### src/rtl/mips_mem_arbiter.sv
// mips_mem_arbiter
//
// Shares one single-port unified memory between the instruction-fetch port
// (if_*) and the load/store data port (d_*) of mips_simple_cpu. One request is
// accepted per arbitration. The memory is strobed for exactly one cycle, and the
// owner gets rvalid MEM_LAT edges after the mem_en edge. The data port has
// priority. After STARVE_MAX consecutive contested data wins, fetch is forced.
//
// Ports:
//   clk, reset                 clock (rising edge), asynchronous active-low reset
//   if_req/if_addr             fetch request (held until if_gnt)
//   if_gnt/if_rvalid/if_rdata  fetch accept pulse, data-valid pulse, held data
//   d_req/d_we/d_addr/d_wdata  data request (held until d_gnt)
//   d_gnt/d_rvalid/d_rdata     data accept pulse, load-valid/store-ack, held load data
//   mem_en/mem_we/mem_addr/mem_wdata/mem_rdata  memory side
//   busy                       high while an access is in flight
//
// Optional build macro MIPS_MEM_ARB_STATS_EN adds three 32-bit wrapping counters
// on extra outputs: if_grant_cnt, d_grant_cnt and stall_cnt.

module mips_mem_arbiter #(
    parameter int unsigned ADDR_W     = 32,
    parameter int unsigned DATA_W     = 32,
    parameter int unsigned MEM_LAT    = 2,
    parameter int unsigned STARVE_MAX = 4
) (
    input  logic              clk,
    input  logic              reset,
    input  logic              if_req,
    input  logic [ADDR_W-1:0] if_addr,
    output logic              if_gnt,
    output logic              if_rvalid,
    output logic [DATA_W-1:0] if_rdata,
    input  logic              d_req,
    input  logic              d_we,
    input  logic [ADDR_W-1:0] d_addr,
    input  logic [DATA_W-1:0] d_wdata,
    output logic              d_gnt,
    output logic              d_rvalid,
    output logic [DATA_W-1:0] d_rdata,
    output logic              mem_en,
    output logic              mem_we,
    output logic [ADDR_W-1:0] mem_addr,
    output logic [DATA_W-1:0] mem_wdata,
    input  logic [DATA_W-1:0] mem_rdata,
    output logic              busy
`ifdef MIPS_MEM_ARB_STATS_EN
    ,
    output logic [31:0]       if_grant_cnt,
    output logic [31:0]       d_grant_cnt,
    output logic [31:0]       stall_cnt
`endif
);

    localparam logic [3:0] CntInit   = 4'(MEM_LAT - 1);
    localparam logic [3:0] StarveLim = 4'(STARVE_MAX);

    typedef enum logic [0:0] {StIdle, StAccess} state_e;

    state_e            state_q, state_d;
    logic [3:0]        cnt_q, cnt_d;
    logic [3:0]        starve_q, starve_d;
    logic              owner_d_q, owner_d_d;   // 1 = data port owns the access
    logic              acc_we_q, acc_we_d;     // owner access was a store
    logic              if_gnt_q, if_gnt_d;
    logic              d_gnt_q, d_gnt_d;
    logic              if_rvalid_q, if_rvalid_d;
    logic              d_rvalid_q, d_rvalid_d;
    logic [DATA_W-1:0] if_rdata_q, if_rdata_d;
    logic [DATA_W-1:0] d_rdata_q, d_rdata_d;
    logic              mem_en_q, mem_en_d;
    logic              mem_we_q, mem_we_d;
    logic [ADDR_W-1:0] mem_addr_q, mem_addr_d;
    logic [DATA_W-1:0] mem_wdata_q, mem_wdata_d;
    logic              pick_data;

    // Data wins unless fetch is also waiting and has been starved long enough.
    assign pick_data = d_req && !(if_req && (starve_q == StarveLim));

    always_ff @(posedge clk or negedge reset) begin
        if (!reset) begin
            state_q     <= StIdle;
            cnt_q       <= '0;
            starve_q    <= '0;
            owner_d_q   <= 1'b0;
            acc_we_q    <= 1'b0;
            if_gnt_q    <= 1'b0;
            d_gnt_q     <= 1'b0;
            if_rvalid_q <= 1'b0;
            d_rvalid_q  <= 1'b0;
            if_rdata_q  <= '0;
            d_rdata_q   <= '0;
            mem_en_q    <= 1'b0;
            mem_we_q    <= 1'b0;
            mem_addr_q  <= '0;
            mem_wdata_q <= '0;
        end else begin
            state_q     <= state_d;
            cnt_q       <= cnt_d;
            starve_q    <= starve_d;
            owner_d_q   <= owner_d_d;
            acc_we_q    <= acc_we_d;
            if_gnt_q    <= if_gnt_d;
            d_gnt_q     <= d_gnt_d;
            if_rvalid_q <= if_rvalid_d;
            d_rvalid_q  <= d_rvalid_d;
            if_rdata_q  <= if_rdata_d;
            d_rdata_q   <= d_rdata_d;
            mem_en_q    <= mem_en_d;
            mem_we_q    <= mem_we_d;
            mem_addr_q  <= mem_addr_d;
            mem_wdata_q <= mem_wdata_d;
        end
    end

    always_comb begin
        state_d     = state_q;
        cnt_d       = cnt_q;
        starve_d    = starve_q;
        owner_d_d   = owner_d_q;
        acc_we_d    = acc_we_q;
        if_gnt_d    = 1'b0;
        d_gnt_d     = 1'b0;
        if_rvalid_d = 1'b0;
        d_rvalid_d  = 1'b0;
        if_rdata_d  = if_rdata_q;
        d_rdata_d   = d_rdata_q;
        mem_en_d    = 1'b0;
        mem_we_d    = 1'b0;
        mem_addr_d  = mem_addr_q;
        mem_wdata_d = mem_wdata_q;

        unique case (state_q)
            StIdle: begin
                if (if_req || d_req) begin
                    state_d  = StAccess;
                    cnt_d    = CntInit;
                    mem_en_d = 1'b1;
                    if (pick_data) begin
                        owner_d_d   = 1'b1;
                        acc_we_d    = d_we;
                        d_gnt_d     = 1'b1;
                        mem_we_d    = d_we;
                        mem_addr_d  = d_addr;
                        mem_wdata_d = d_wdata;
                        // Only contested data wins count toward starvation.
                        if (if_req && (starve_q != StarveLim)) begin
                            starve_d = starve_q + 4'd1;
                        end
                    end else begin
                        owner_d_d   = 1'b0;
                        acc_we_d    = 1'b0;
                        if_gnt_d    = 1'b1;
                        mem_addr_d  = if_addr;
                        mem_wdata_d = '0;
                        starve_d    = '0;
                    end
                end
            end
            StAccess: begin
                if (cnt_q != 4'd0) begin
                    cnt_d = cnt_q - 4'd1;
                end else begin
                    state_d = StIdle;
                    if (owner_d_q) begin
                        d_rvalid_d = 1'b1;
                        // Stores only acknowledge; load data register is left alone.
                        if (!acc_we_q) begin
                            d_rdata_d = mem_rdata;
                        end
                    end else begin
                        if_rvalid_d = 1'b1;
                        if_rdata_d  = mem_rdata;
                    end
                end
            end
            default: begin
                state_d = StIdle;
            end
        endcase
    end

    assign if_gnt    = if_gnt_q;
    assign d_gnt     = d_gnt_q;
    assign if_rvalid = if_rvalid_q;
    assign d_rvalid  = d_rvalid_q;
    assign if_rdata  = if_rdata_q;
    assign d_rdata   = d_rdata_q;
    assign mem_en    = mem_en_q;
    assign mem_we    = mem_we_q;
    assign mem_addr  = mem_addr_q;
    assign mem_wdata = mem_wdata_q;
    assign busy      = (state_q != StIdle);

`ifdef MIPS_MEM_ARB_STATS_EN
    logic [31:0] if_grant_cnt_q, d_grant_cnt_q, stall_cnt_q;

    // Stall: some request is pending during a cycle that carries no grant.
    always_ff @(posedge clk or negedge reset) begin
        if (!reset) begin
            if_grant_cnt_q <= '0;
            d_grant_cnt_q  <= '0;
            stall_cnt_q    <= '0;
        end else begin
            if (if_gnt_d) begin
                if_grant_cnt_q <= if_grant_cnt_q + 32'd1;
            end
            if (d_gnt_d) begin
                d_grant_cnt_q <= d_grant_cnt_q + 32'd1;
            end
            if ((if_req || d_req) && !(if_gnt_q || d_gnt_q)) begin
                stall_cnt_q <= stall_cnt_q + 32'd1;
            end
        end
    end

    assign if_grant_cnt = if_grant_cnt_q;
    assign d_grant_cnt  = d_grant_cnt_q;
    assign stall_cnt    = stall_cnt_q;
`endif

endmodule

### config.mk
export PLATFORM = sky130hd
export DESIGN_NAME = mips_mem_arbiter
export DESIGN_NICKNAME = d
export VERILOG_FILES = /design/src/rtl/mips_mem_arbiter.sv
export SDC_FILE = /design/constraint.sdc
export NUM_CORES = 1
export LEC_CHECK = 0
export CAP_MARGIN = 0
export CORE_MARGIN = 1.5
export CORE_UTILIZATION = 44
export DETAILED_ROUTE_END_ITERATION = 6
export HOLD_SLACK_MARGIN = 0.02
export PLACE_DENSITY_LB_ADDON = 0.3
export SYNTH_ARGS = -nofsm -noshare
export SYNTH_HDL_FRONTEND = slang
export SYNTH_SLANG_ARGS = --single-unit
### constraint.sdc
create_clock -name clk -period 4.85 [get_ports clk]
set_input_delay 0.97 -clock clk [delete_from_list [all_inputs] [get_ports clk]]
set_output_delay 0.97 -clock clk [all_outputs]
set_load 0.01 [all_outputs]
# After elaboration in Yosys (flattened, before gate mapping)
# Cells that the tools add are included.
[word_totals] output_inout_bits=135 regBits=145
[op_classes] mux=26 bitwise_logic=4 n_eq_ne=5 n_reduce_logical=11 n_addsub=2
[op_table] op="two-way mux 32 bit" count=2
[op_table] op="two-way mux 1 bit" count=18
[op_table] op="two-way mux 4 bit" count=4
[op_table] op="one-hot mux 4 bit (2 select lines)" count=1
[op_table] op="AND reduction 3 bit" count=2
[op_table] op="adder 4 x 1 -> 4 bit, second input constant" count=1
[op_table] op="== test 4 x 3 -> 1 bit, second input constant" count=1
[op_table] op="inequality test 2 x 1 -> 1 bit, second input constant" count=2
[op_table] op="inequality test 4 x 3 -> 1 bit, second input constant" count=1
[op_table] op="NOT 1 bit" count=4
[op_table] op="AND reduction 2 bit" count=2
[op_table] op="AND reduction 4 bit" count=1
[op_table] op="nonzero test 4 bit" count=1
[op_table] op="subtractor 4 x 1 -> 4 bit, second input constant" count=1
[op_table] op="logical AND 1 bit" count=3
[op_table] op="inequality test 2 bit, second input constant" count=1
[op_table] op="one-hot mux 1 bit (2 select lines)" count=1
[op_table] op="zero test 1 bit" count=1
[op_table] op="logical OR 1 bit" count=1

# Longest topological paths before layout
[logic_depth] word_depth=7 ltp_mapped=7 mapped_depth_nobuf=5

# Worst setup path after synthesis
# OpenSTA, ideal clock, no wires.
[synth_timing] kind="input to register" start="input port if_req" end="register mem_addr_q[16] (netlist: mem_addr[16])" arrival_time_ps=1914 n_path_buf=2 setup_ps=126 setup_slack_ps=2810 stages=5 required_ps=4724 path_cell_list="nand4b_1 -> and3_1 -> buf_4 -> buf_6 -> a221o_1"
[synth_via] elab_chain_cells=4
[synth_lines] item="start: declaration" line_no="29" source="input logic if_req,"
[synth_lines] item="logical AND 1 bit" line_no="78" source="assign pick_data = d_req && !(if_req && (starve_q == StarveLim));"
[synth_lines] item="zero test 1 bit" line_no="78"
[synth_lines] item="logical AND 1 bit" line_no="78"
[synth_lines] item="two-way mux 32 bit" line_no="139" source="if (pick_data) begin"
[synth_lines] item="end signal: assignment" line_no="111" source="mem_addr_q <= mem_addr_d;"
[synth_lines] item="end: declaration" line_no="73" source="logic [ADDR_W-1:0] mem_addr_q, mem_addr_d;"
# Several ways; a longest one is shown, not always the timed one.
# A chain may end at the register's enable or synchronous reset.

# Worst setup path after layout
[layout_timing] start="input port if_req" end="register mem_addr_q[30] (netlist: mem_addr[30])"
# The elaborated chain is that of the path after synthesis.

==> impl_results.md <==
- Number of clock sinks seen by CTS: 145
- Cts bufs inserted: 17
- Fmax: 358 MHz
- Core region area: 12,500 µm²
- RSZ-0062 raised after global routing: no
- Clock root buffer master: sky130_fd_sc_hd__clkbuf_16
- Required time at the worst-slack endpoint: 5.20 ns
- Total power per unit cell area: 666 nW/µm²
- Combinational share of power: 43.4%
- Count of unresolved DRC violations after routing: 0
- DRT antenna net count: 0
- Status: finished clean
- CP arrival: 3.14 ns
- Peak supply drop: 0.268 mV
- Relative area change from synthesis to final layout: 61.0%
- Maximum count of clock buffers along a single path: 2
- Warnings, synthesis: 0
- Internal power: 4.17 mW
- Critical path capture point type: flop
- Port-buffer cells: 267
- Sequential element share of the synthesized area: 64.8%
- Static leakage: 3.81 nW
- Final worst-path cycle share: 57.7%
- Least setup slack across all paths after layout: 2.05 ns
- Worst hold endpoint: acc_we_q
- Antenna cell count: 0
- Routed via count divided by cell count: 5.17
- Crit Path Class: in -> reg
- Layout cell share with drive strength beyond 1: 16.7%
- Most common cell after layout, fill and taps aside: sky130_fd_sc_hd__clkdlybuf4s50_1
- WL/cell: 18.4 µm
- Number of instances in the synthesized netlist: 378
- Number of rows in the core area: 41
- Gpl congestion: 0.790
- Clock transition time at the flip-flop clock pins of the worst setup and hold paths: 0.06 ns
- Die span in y: 116 µm
- Number of vias in the routed layout: 4,304
- Number of synthesized register bits: 145
- Maximum net fanout on the critical path: 66
- Fill cell instance count of the final layout: 916
- Buffer count from post-CTS setup fixing: 0
- Starting DRC count in detailed routing: 227
- Kind of start point of the critical path: input pin
- Max-Slew Margin vs Limit: 17.7%
- Global router's overall resource usage: 23.0%
- First-pass GRT wire length: 23.0 mm
- NumNets Final: 783
- CTS tree: built
- Post-CTS resize count: 0
- R2R Setup Slk: 2.55 ns
- Beginning of the worst hold path: acc_we_q
- Number of top-level design ports: 268
- Worst flop-to-flop path startpoint: starve_q[0]
- Count of final setup violators: 0
- Setup TNS: 0 ns
- Max capacitance violation total: 0
- Flop pwr share: 35.4%
- Maximum number of pins on one net before global-route repair: 80
- Area of the die: 13,400 µm²
- Switching share of total power: 30.5%
- Number of levels the H-tree was split into: 4
- Most frequent cells in the layout: sky130_fd_sc_hd__clkdlybuf4s50_1, sky130_fd_sc_hd__dfrtp_1, sky130_fd_sc_hd__mux2_2
- Worst Clk Skew: 0.00735 ns
- Vias in the first global route: 4,496
- Pwr Total: 6.00 mW
- Final WL: 15.3 mm
- Aggregate global routing overflow: 0
- Count of pins over their slew limit: 0
- Starting density of the core: 44.7%
- Number of hold-slack violations in the final timing report: 0
- Number of different library cells in the post-synthesis netlist: 36
- Hold Path Cell Cnt: 1
- Post-synth net total: 514
- DIE WIDTH: 116 µm
- Clock power share: 21.2%
- Area of the multi-input gates: 1840 µm²
- Initial antenna violation count: 0
- Fraction of the core area covered by cells at the end of the flow: 72.0%
- First-pass iteration count of the detailed router: 4
- Cell area after technology mapping: 5600 µm²
- Clock latency of the later-clocked register in the worst-skew pair: 0.42 ns
- Slew @ Worst Pin: 1.23 ns
- Sw Pwr: 1.83 mW
- Reg-to-reg critical path endpoint: mem_addr[30]
- Minimum period implied by the final worst setup slack: 2.80 ns
- Setup WS pre-CTS: 1.65 ns
- Area taken by flip-flops and latches: 3630 µm²
- Syn_area_per_cell: 14.8 µm²
- Path depth of the worst reg2reg path: 5
- # hold bufs at CTS: 0
- Min-Delay Path Class: reg -> reg
- Hpwl dp: 11.3 mm
## final cells by class
cell class / count / area share [%]
flip-flops and latches: 145 / 40.3
clock inverters: 12 / 1.50
well taps: 172 / 2.39
inverters: 6 / 0.250
clock buffers: 20 / 4.96
multi-input cells: 203 / 20.4
repair buffers: 274 / 30.3
## worst max-delay path by stage
| stage | start | to | slack, ns |
|---|---|---|---|
| 2_1_floorplan | if_req | mem_addr[16] | 2.81 |
| 3_3_place_gp | if_req | owner_d_q | 1.76 |
| 3_5_place_dp | if_req | mem_addr[13] | 1.65 |
| 4_1_cts | if_req | owner_d_q | 2.07 |
| 5_1_grt | if_req | mem_addr[30] | 1.93 |
| 6_report | if_req | mem_addr[30] | 2.05 |
## flip-flops by register name, summed over array words and instances (netlist names), 4 cells and up
register / flops
mem_wdata: 32
starve_q: 4
d_rdata: 32
mem_addr: 32
if_rdata: 32
cnt_q: 4
## metrics by stage
stage | instances | area [µm²] | hold WS (ns)
global route | 832 | 9010 | 0.512
global placement | 800 | 8430 | 0.457
floorplan | 378 | 5600 | 0.440
CTS | 832 | 9010 | 0.481
detailed placement | 800 | 8430 | 0.469
finish | 832 | 9010 | 0.480
## critical path: stages
cell and delay, ns:
sky130_fd_sc_hd__clkdlybuf4s50_1 0.57, sky130_fd_sc_hd__nand4b_1 0.23, sky130_fd_sc_hd__and3_2 1.02, sky130_fd_sc_hd__a221o_1 0.31
## kinds of logic after synthesis
family,Yosys count,share of synthesized area [%]
compound gates,81,12.7
buf+inv,30,2.59
flops,145,64.8
fa+ha+maj,3,0.671
mux,65,13.1
xor+xnor,2,0.313
simple gates,52,5.83
## cells in the mapped netlist, drive strengths merged
cell / n / area [µm²]
nand3b: 3 / 22.5
nor2: 1 / 3.75
and2: 32 / 200
nand2: 3 / 11.3
and3: 1 / 6.26
xnor2: 1 / 8.76
o21ai: 6 / 30.0
nor2b: 1 / 6.26
nand3: 3 / 15.0
o211ai: 1 / 7.51
a32o: 1 / 10.0
xor2: 1 / 8.76
ha: 3 / 37.5
nand2b: 2 / 12.5
nor3: 1 / 5.00
inv: 6 / 22.5
o22a: 1 / 8.76
dfrtp: 145 / 3630
a31o: 2 / 17.5
and4bb: 1 / 12.5
and4: 1 / 8.76
a21boi: 1 / 7.51
a22o: 31 / 272
nand4b: 1 / 8.76
mux2: 65 / 732
a21oi: 4 / 23.8
buf: 13 / 81.3
nor3b: 1 / 7.51
clkbuf: 11 / 41.3
or3: 1 / 6.26
a21o: 2 / 15.0
o21bai: 1 / 7.51
a221o: 31 / 310
## power by group through the flow
stage | Combinational (mW) | Clock, mW | Sequential [mW]
6_report | 2.61 | 1.27 | 2.13
5_1_grt | 2.80 | 1.35 | 2.20
4_1_cts | 2.64 | 1.29 | 2.13
3_5_place_dp | 2.64 | 0 | 2.14
3_3_place_gp | 2.56 | 0 | 2.10
2_1_floorplan | 0.910 | 0 | 2.35
## layer usage
metal | GRT usage [%] | vias up | wire (µm)
met3 | 8.05 | 38 | 1470
li1 | - | 1944 | -
met1 | 25.6 | 2098 | 5640
met5 | 0 | - | 0
met4 | 12.6 | 0 | 530
met2 | 38.7 | 224 | 7690
(Power assumes the default switching activity.)
